===== src/rtl/muldiv_pkg.sv =====
// Shared encodings for the multiply/divide unit: ALU control codes and FSM states.
package muldiv_pkg;

  localparam logic [3:0] ALU_MULT = 4'b1000;
  localparam logic [3:0] ALU_DIV  = 4'b1001;

  typedef enum logic [1:0] {
    IDLE,
    MUL,
    DIV,
    FIX
  } state_t;

endpackage


===== src/rtl/muldiv_divstep.sv =====
// One restoring-division step: shift in the next dividend bit, subtract the divisor if it fits.
module muldiv_divstep #(
  parameter int unsigned WIDTH = 32
) (
  input  logic [WIDTH-1:0] rem,
  input  logic [WIDTH-1:0] quot,
  input  logic [WIDTH-1:0] divisor,
  output logic [WIDTH-1:0] rem_next,
  output logic [WIDTH-1:0] quot_next
);

  logic [WIDTH:0] shifted;
  logic [WIDTH:0] diff;
  logic           fits;

  always_comb begin
    shifted   = {rem, quot[WIDTH-1]};
    diff      = shifted - {1'b0, divisor};
    // rem < divisor keeps shifted < 2*divisor, so the borrow bit alone decides the compare
    fits      = ~diff[WIDTH];
    rem_next  = fits ? diff[WIDTH-1:0] : shifted[WIDTH-1:0];
    quot_next = {quot[WIDTH-2:0], fits};
  end

endmodule


===== src/rtl/muldiv_unit.sv =====
// Iterative signed MULT/DIV unit with HI/LO registers for the execute stage.
// Optional MULDIV_FAST_MUL_EN: single-cycle combinational MULT; DIV stays iterative.
module muldiv_unit
  import muldiv_pkg::*;
#(
  parameter int unsigned WIDTH = 32
) (
  input  logic             clk,
  input  logic             reset,
  input  logic             start,
  input  logic [3:0]       alucontrol,
  input  logic [WIDTH-1:0] srca,
  input  logic [WIDTH-1:0] srcb,
  input  logic             flush,
  output logic             busy,
  output logic             done,
  output logic [WIDTH-1:0] hi,
  output logic [WIDTH-1:0] lo
);

  localparam int unsigned CW = (WIDTH > 1) ? $clog2(WIDTH) : 1;

  state_t state, state_next;

  logic [CW-1:0]      count;
  logic               op_div;
  logic               neg_q;
  logic               neg_r;
  logic               div_zero;
  logic [WIDTH-1:0]   a_raw;
  logic [WIDTH-1:0]   mcand;
  logic [WIDTH-1:0]   acc_hi;
  logic [WIDTH-1:0]   acc_lo;

  logic               is_mul;
  logic               is_div;
  logic               accept;
  logic [WIDTH-1:0]   a_mag;
  logic [WIDTH-1:0]   b_mag;
  logic [WIDTH:0]     mul_sum;
  logic [WIDTH-1:0]   div_rem;
  logic [WIDTH-1:0]   div_quot;
  logic [2*WIDTH-1:0] prod_mag;
  logic [2*WIDTH-1:0] prod_fix;
  logic [WIDTH-1:0]   fix_hi;
  logic [WIDTH-1:0]   fix_lo;

`ifdef MULDIV_FAST_MUL_EN
  logic [WIDTH-1:0]   b_raw;
  logic [2*WIDTH-1:0] fast_prod;

  assign fast_prod = $signed({{WIDTH{a_raw[WIDTH-1]}}, a_raw}) *
                     $signed({{WIDTH{b_raw[WIDTH-1]}}, b_raw});
`endif

  assign is_mul = (alucontrol == ALU_MULT);
  assign is_div = (alucontrol == ALU_DIV);
  assign accept = (state == IDLE) && start && !flush && (is_mul || is_div);
  assign a_mag  = srca[WIDTH-1] ? -srca : srca;
  assign b_mag  = srcb[WIDTH-1] ? -srcb : srcb;
  assign busy   = (state != IDLE);

  // {acc_hi, acc_lo} is the shift-add product for MUL and {remainder, quotient} for DIV;
  // mcand holds the multiplicand or the divisor magnitude accordingly.
  assign mul_sum = {1'b0, acc_hi} + (acc_lo[0] ? {1'b0, mcand} : '0);

  muldiv_divstep #(
    .WIDTH(WIDTH)
  ) u_divstep (
    .rem      (acc_hi),
    .quot     (acc_lo),
    .divisor  (mcand),
    .rem_next (div_rem),
    .quot_next(div_quot)
  );

  always_ff @(posedge clk) begin
    if (reset) begin
      state <= IDLE;
    end else begin
      state <= state_next;
    end
  end

  always_comb begin
    state_next = state;
    case (state)
      IDLE: begin
        if (accept) begin
          if (is_div) begin
            state_next = DIV;
          end else begin
`ifdef MULDIV_FAST_MUL_EN
            state_next = FIX;
`else
            state_next = MUL;
`endif
          end
        end
      end
      MUL, DIV: begin
        if (flush) begin
          state_next = IDLE;
        end else if (count == '0) begin
          state_next = FIX;
        end
      end
      FIX:     state_next = IDLE;
      default: state_next = IDLE;
    endcase
  end

  always_comb begin
    prod_mag = {acc_hi, acc_lo};
    prod_fix = neg_q ? -prod_mag : prod_mag;
`ifdef MULDIV_FAST_MUL_EN
    prod_fix = fast_prod;
`endif
    fix_hi = prod_fix[2*WIDTH-1:WIDTH];
    fix_lo = prod_fix[WIDTH-1:0];
    if (op_div) begin
      if (div_zero) begin
        fix_hi = a_raw;
        fix_lo = '1;
      end else begin
        fix_hi = neg_r ? -acc_hi : acc_hi;
        fix_lo = neg_q ? -acc_lo : acc_lo;
      end
    end
  end

  always_ff @(posedge clk) begin
    if (reset) begin
      count    <= '0;
      op_div   <= 1'b0;
      neg_q    <= 1'b0;
      neg_r    <= 1'b0;
      div_zero <= 1'b0;
      a_raw    <= '0;
      mcand    <= '0;
      acc_hi   <= '0;
      acc_lo   <= '0;
      hi       <= '0;
      lo       <= '0;
      done     <= 1'b0;
`ifdef MULDIV_FAST_MUL_EN
      b_raw    <= '0;
`endif
    end else begin
      done <= 1'b0;
      case (state)
        IDLE: begin
          if (accept) begin
            count    <= CW'(WIDTH - 1);
            op_div   <= is_div;
            neg_q    <= srca[WIDTH-1] ^ srcb[WIDTH-1];
            neg_r    <= srca[WIDTH-1];
            div_zero <= (srcb == '0);
            a_raw    <= srca;
            acc_hi   <= '0;
            mcand    <= is_div ? b_mag : a_mag;
            acc_lo   <= is_div ? a_mag : b_mag;
`ifdef MULDIV_FAST_MUL_EN
            b_raw    <= srcb;
`endif
          end
        end
        MUL: begin
          acc_hi <= mul_sum[WIDTH:1];
          acc_lo <= {mul_sum[0], acc_lo[WIDTH-1:1]};
          count  <= count - CW'(1);
        end
        DIV: begin
          acc_hi <= div_rem;
          acc_lo <= div_quot;
          count  <= count - CW'(1);
        end
        FIX: begin
          if (!flush) begin
            hi   <= fix_hi;
            lo   <= fix_lo;
            done <= 1'b1;
          end
        end
        default: ;
      endcase
    end
  end

endmodule


===== config.mk =====
export PLATFORM = sky130hd
export DESIGN_NAME = muldiv_unit
export DESIGN_NICKNAME = d
export VERILOG_FILES = /design/src/rtl/muldiv_pkg.sv /design/src/rtl/muldiv_divstep.sv /design/src/rtl/muldiv_unit.sv
export SDC_FILE = /design/constraint.sdc
export NUM_CORES = 1
export LEC_CHECK = 0
export CAP_MARGIN = 20
export CORE_MARGIN = 4
export CORE_UTILIZATION = 45
export DETAILED_ROUTE_END_ITERATION = 12
export MAX_ROUTING_LAYER = met4
export SLEW_MARGIN = 15
export SYNTH_ARGS = -nofsm -noshare
export SYNTH_HDL_FRONTEND = slang
export SYNTH_SLANG_ARGS = --single-unit

===== constraint.sdc =====
create_clock -name clk -period 8.55 [get_ports clk]
set_clock_uncertainty 0.05 [all_clocks]
set_input_delay 1.71 -clock clk [delete_from_list [all_inputs] [get_ports clk]]
set_output_delay 1.71 -clock clk [all_outputs]
set_load 0.1 [all_outputs]

Word-level counts from Yosys, hierarchy flattened
Index checks and enable logic that the tools add are counted.

Multiplexer cells: 25. Reduce and logical (&&, ||, !) cells: 18. Equality and inequality tests: 7. Bitwise operators: 4. Add/sub/neg operators: 8.

Operators by type and width (count): 32-bit two-way mux (14); 32-bit case mux with 3 select lines (2); 32-bit negator (4); 64-bit two-way mux (1); 64-bit negator (1); 32-bit by 32-bit adder with 33-bit output (1); 33-bit by 32-bit subtractor with 33-bit output (1); 32-bit logical NOT (1); 5-bit case mux with 2 select lines (1); 2-bit AND reduction (5); 4-bit == test (second input constant) (2); 2-bit two-way mux (4); 2-bit case mux with 3 select lines (1); 5-bit logical NOT (1); 5-bit two-way mux (1); 5-bit by 1-bit subtractor with 5-bit output (second input constant) (1); 2-bit == test (second input constant) (2); 2-bit nonzero test (2); 2-bit OR reduction (2); 1-bit logical AND (3); 3-bit by 1-bit inequality test with 1-bit output (second input constant) (1); 1-bit inverter (3); 3-bit nonzero test (1); 2-bit by 1-bit == test with 1-bit output (second input constant) (1); other kinds (6) (6).

Input port bits: 72. Output and inout bits: 66. Word-level logic and storage cells: 75. Register bits after elaboration: 204.

Depth between registers and ports, before layout
Depth in word-level cells: 6. Depth in mapped cells: 15. Mapped depth without buffers: 13.

Hierarchy
A second synthesis with hierarchy kept.

Cell total of the unflattened synthesis: 2268. Area, all modules: 17043.8 µm².

Modules (own cells, without submodules): muldiv_unit (times used 1, cells each 1931, area an instance 14445.1 µm²); muldiv_divstep (times used 1, cells each 337, area an instance 2598.7 µm²).

Worst setup path before layout
OpenSTA, ideal clock, no wires.

Path type: input-to-reg. From: input port srcb[7]. To: register acc_lo[30]. Data arrival time: 4.360 ns. Data required time: 8.378 ns. Stages: 9. Slack: 4.018 ns. Cell sequence: or4_4 or4_4 or3_4 or4_4 o41ai_2 xnor2_1 nand2_1 o21ai_1 a221o_1.

Cells in the longest elaborated chain, start to end: 5.

RTL lines: from (decl) (RTL line muldiv_unit.sv:13) `input logic [WIDTH-1:0] srcb,`; 32-bit negator (RTL line muldiv_unit.sv:60) `assign b_mag = srcb[WIDTH-1] ? -srcb : srcb;`; 32-bit two-way mux (RTL line muldiv_unit.sv:60); 32-bit two-way mux (RTL line muldiv_unit.sv:162) `acc_lo <= is_div ? a_mag : b_mag;`; 32-bit two-way mux (RTL line muldiv_unit.sv:153) `if (accept) begin`; 32-bit case mux with 3 select lines (RTL line muldiv_unit.sv:151) `case (state)`; to (signal assigned) (RTL line muldiv_unit.sv:162); to (signal assigned) (RTL line muldiv_unit.sv:170) `acc_lo <= {mul_sum[0], acc_lo[WIDTH-1:1]};`; to (signal assigned) (RTL line muldiv_unit.sv:175) `acc_lo <= div_quot;`; to (decl) (RTL line muldiv_unit.sv:33) `logic [WIDTH-1:0] acc_lo;`.

No other way between the ends. The select of a mux whose other input is x is not followed. A chain may end at the register's enable or synchronous reset.

Final worst setup path
From: register acc_lo[31]. To: register acc_hi[15].

Cells in the longest elaborated chain, start to end: 3.

RTL lines: 33-bit by 32-bit subtractor with 33-bit output (RTL line muldiv_divstep.sv:18) `diff = shifted - {1'b0, divisor};`; 32-bit two-way mux (RTL line muldiv_divstep.sv:21) `rem_next = fits ? diff[WIDTH-1:0] : shifted[WIDTH-1:0];`; 32-bit case mux with 3 select lines (RTL line muldiv_unit.sv:151); to (signal assigned) (RTL line muldiv_unit.sv:169) `acc_hi <= mul_sum[WIDTH:1];`; to (signal assigned) (RTL line muldiv_unit.sv:174) `acc_hi <= div_rem;`; to (decl) (RTL line muldiv_unit.sv:32) `logic [WIDTH-1:0] acc_hi;`.

No other way between the ends.

==> impl_metrics.yaml <==
clock_tree:
  cts-htree-levels: 1
  numCtsBuffers: 26
  cts_setup_buffers: 0
  ctsRootBufferMaster: "clkbuf_16"
  clk_pin_slew_worst_paths_ns: 0.06
  post_cts_resized: 0
  cts_tree: "yes"
  cts.sinks: 203
  cts_hold_buf: 0
  clkLatencyLatePin_ns: 0.56
  cts_max_path_buffers: 3
global_route:
  grt_max_degree: 85
  grt_pass1_wl_um: 89100
  overflow: 0
  antenna_found_initial: 0
  grt_usage: 0.302
  grt_pass1_vias: 15100
logic_synthesis:
  synth_edf_count: 0
  synthArstFlopShare: 0
  yosysSeqAreaShare: 0.255
  ys_seq_elements: 203
  synthTopCellsByArea: "dfxtp_1 (26%), xnor2_1 (6.4%), nand2_1 (6.0%)"
  ys_dominant_reg_cell: "dfxtp_1"
  syn-cell-area_um2: 15900
  synth.distinct_cells: 77
  yosysWarnings: 0
  synthesis.nets: 2269
  netlist_instances: 2119
  avgSynthCellArea_um2: 7.51
  yosysTopAreaCell: "dfxtp_1"
  synth.top_cell.area_share: 0.255
worst_setup_path:
  start_kind: "flip-flop"
  crit_start: "acc_lo[31]"
  crit_fanout: 35
  arrival_ns: 5.39
  critical_path_class: "reg -> reg"
  worstReg2RegStart: "acc_lo[31]"
  endpoint_kind: "flip-flop"
  crit_required_ns: 8.90
timing:
  setup_ws_ns: 3.51
  fmax_ghz: 0.199
  setup_viol_count_final: 0
  hold_viol_final: 0
  slew_headroom: 0.234
  slew_viol_final: 0
  rsz0062_at_grt: "false"
  fin_crit_ns: 5.04
  fin_setup_tns_ns: 0
  period_share: 0.589
  holdWs_ns: 0.396
  worstMarginPinSlew_ns: 1.14
final_layout:
  area_delta_synth_final_pct: 15.4
  design_area_um2: 18400
  layout_commonest_cell: "nand2_1"
  final_cell_mix: "nand2_1 (254), nor2_1 (214), dfxtp_1 (200)"
  utilization: 0.529
  antenna_cells: 0
  final_nets: 2286
  drive_gt1_frac: 0.0520
  num-fill-cells: 3465
route:
  avgRoutedWirePerCell_um: 22.6
  firstDrtPassIters: 7
  num_vias: 16200
  routed_via_density: 6.20
  drt_iter0_drc: 1472
  antenna_left: 0
  routed_wl_um: 58900
  drcViolationCount: 0
power_and_ir_drop:
  p_switching_w: 0.00187
  combPwrFrac: 0.434
  seqPwrFrac: 0.278
  ir_worst_vdd_v: 0.000177
  p_leak_nw: 6.78
  internal_power_w: 0.00241
  p_per_area_nw_per_um2: 233
  p_sw_frac: 0.436
  power.share.clock: 0.289
placed_design:
  io_buffer_count: 137
  gp_congestion: 0.960
  dpl_worst_slack_ns: 3.21
  dp_hpwl_um: 43700
  place_area_um2: 17400
run:
  drv_cap: 0
die:
  dieArea_um2: 38400
  die_w_um: 196
  num_rows: 68
  fp.coreArea_um2: 34700
  start_util: 0.458
  io_pins: 138
  die_height_um: 196
run_status:
  status: "complete, no violations"
hold_path:
  worstHoldStart: "hi[22]"
  hp-class: "reg -> reg"
[metal layers]
layer | global-route usage | vias to the layer above | wire length (um)
met4 | 0.115 | 0 | 2390
met3 | 0.0531 | 123 | 4930
met2 | 0.460 | 649 | 26000
met1 | 0.400 | 7684 | 25600
li1 | - | 7726 | -
met5 | - | - | 0
[Yosys cell counts, drive strengths merged (25+ instances only)]
| library cell | instances |
|---|---|
| o211ai | 35 |
| xor2 | 85 |
| o31ai | 35 |
| nor2 | 216 |
| a22o | 36 |
| o21ai | 155 |
| nand2 | 254 |
| a211oi | 103 |
| a21o | 28 |
| xnor2 | 117 |
| ha | 76 |
| a21oi | 141 |
| a22oi | 25 |
| inv | 56 |
| dfxtp | 203 |
| mux2i | 42 |
| clkbuf | 160 |
[metrics by stage]
stage	cells	power, W
floorplan	2119	0.00247
global placement	2563	0.00300
detailed placement	2563	0.00302
CTS	2610	0.00426
global route	2610	0.00449
finish	2610	0.00428
[power by group through the flow]
stage | combinational, W | clock [W] | sequential [W]
2_1_floorplan | 0.00125 | 0 | 0.00122
3_3_place_gp | 0.00180 | 0 | 0.00120
3_5_place_dp | 0.00182 | 0 | 0.00120
4_1_cts | 0.00182 | 0.00126 | 0.00118
5_1_grt | 0.00200 | 0.00129 | 0.00120
6_report | 0.00186 | 0.00124 | 0.00119
[critical path, cell delays in order, from the launching register on]
cell and delay [ns]:
dfxtp_1 0.46, inv_1 0.25, ha_1 0.29, fa_1 0.40, nand2b_1 0.21, a21oi_1 0.34
o211ai_1 0.23, a31oi_1 0.59, a21oi_1 0.21, xnor2_2 0.49, buf_4 0.55, mux2_2 0.39
a222oi_1 0.30, nor3_1 0.09
[cell families after synthesis]
kind of cell    after synthesis  synth area share
simple gates                670             0.193
flops                       203             0.255
xor+xnor                    202             0.111
buf+inv                     232            0.0565
mux                          48            0.0307
compound gates              686             0.291
fa+ha+maj                    78            0.0623
[area by class of cell]
type | instances | area, um^2 | share of cell area
multi-input cells | 1684 | 11000 | 0.598
flip-flops and latches | 203 | 4070 | 0.222
repair buffers | 164 | 1570 | 0.0856
clock buffers | 36 | 769 | 0.0419
well taps | 455 | 569 | 0.0310
inverters | 57 | 214 | 0.0117
clock inverters | 11 | 190 | 0.0104
[sequential cells by signal (all words and copies together) (netlist names), 2 cells and up]
| signal | cells |
|---|---|
| acc_hi | 32 |
| acc_lo | 32 |
| hi | 32 |
| lo | 32 |
| mcand | 32 |
| a_raw | 31 |
| count | 5 |
| state | 2 |
[worst paths after layout]
check	end	slack, ns	depth (start not counted)
max	acc_hi[15]	3.51	13
min	hi[22]	0.40	2
max reg2reg	acc_hi[15]	3.51	13
min reg2reg	hi[22]	0.40	2
Power figures use the tool's default switching activity.
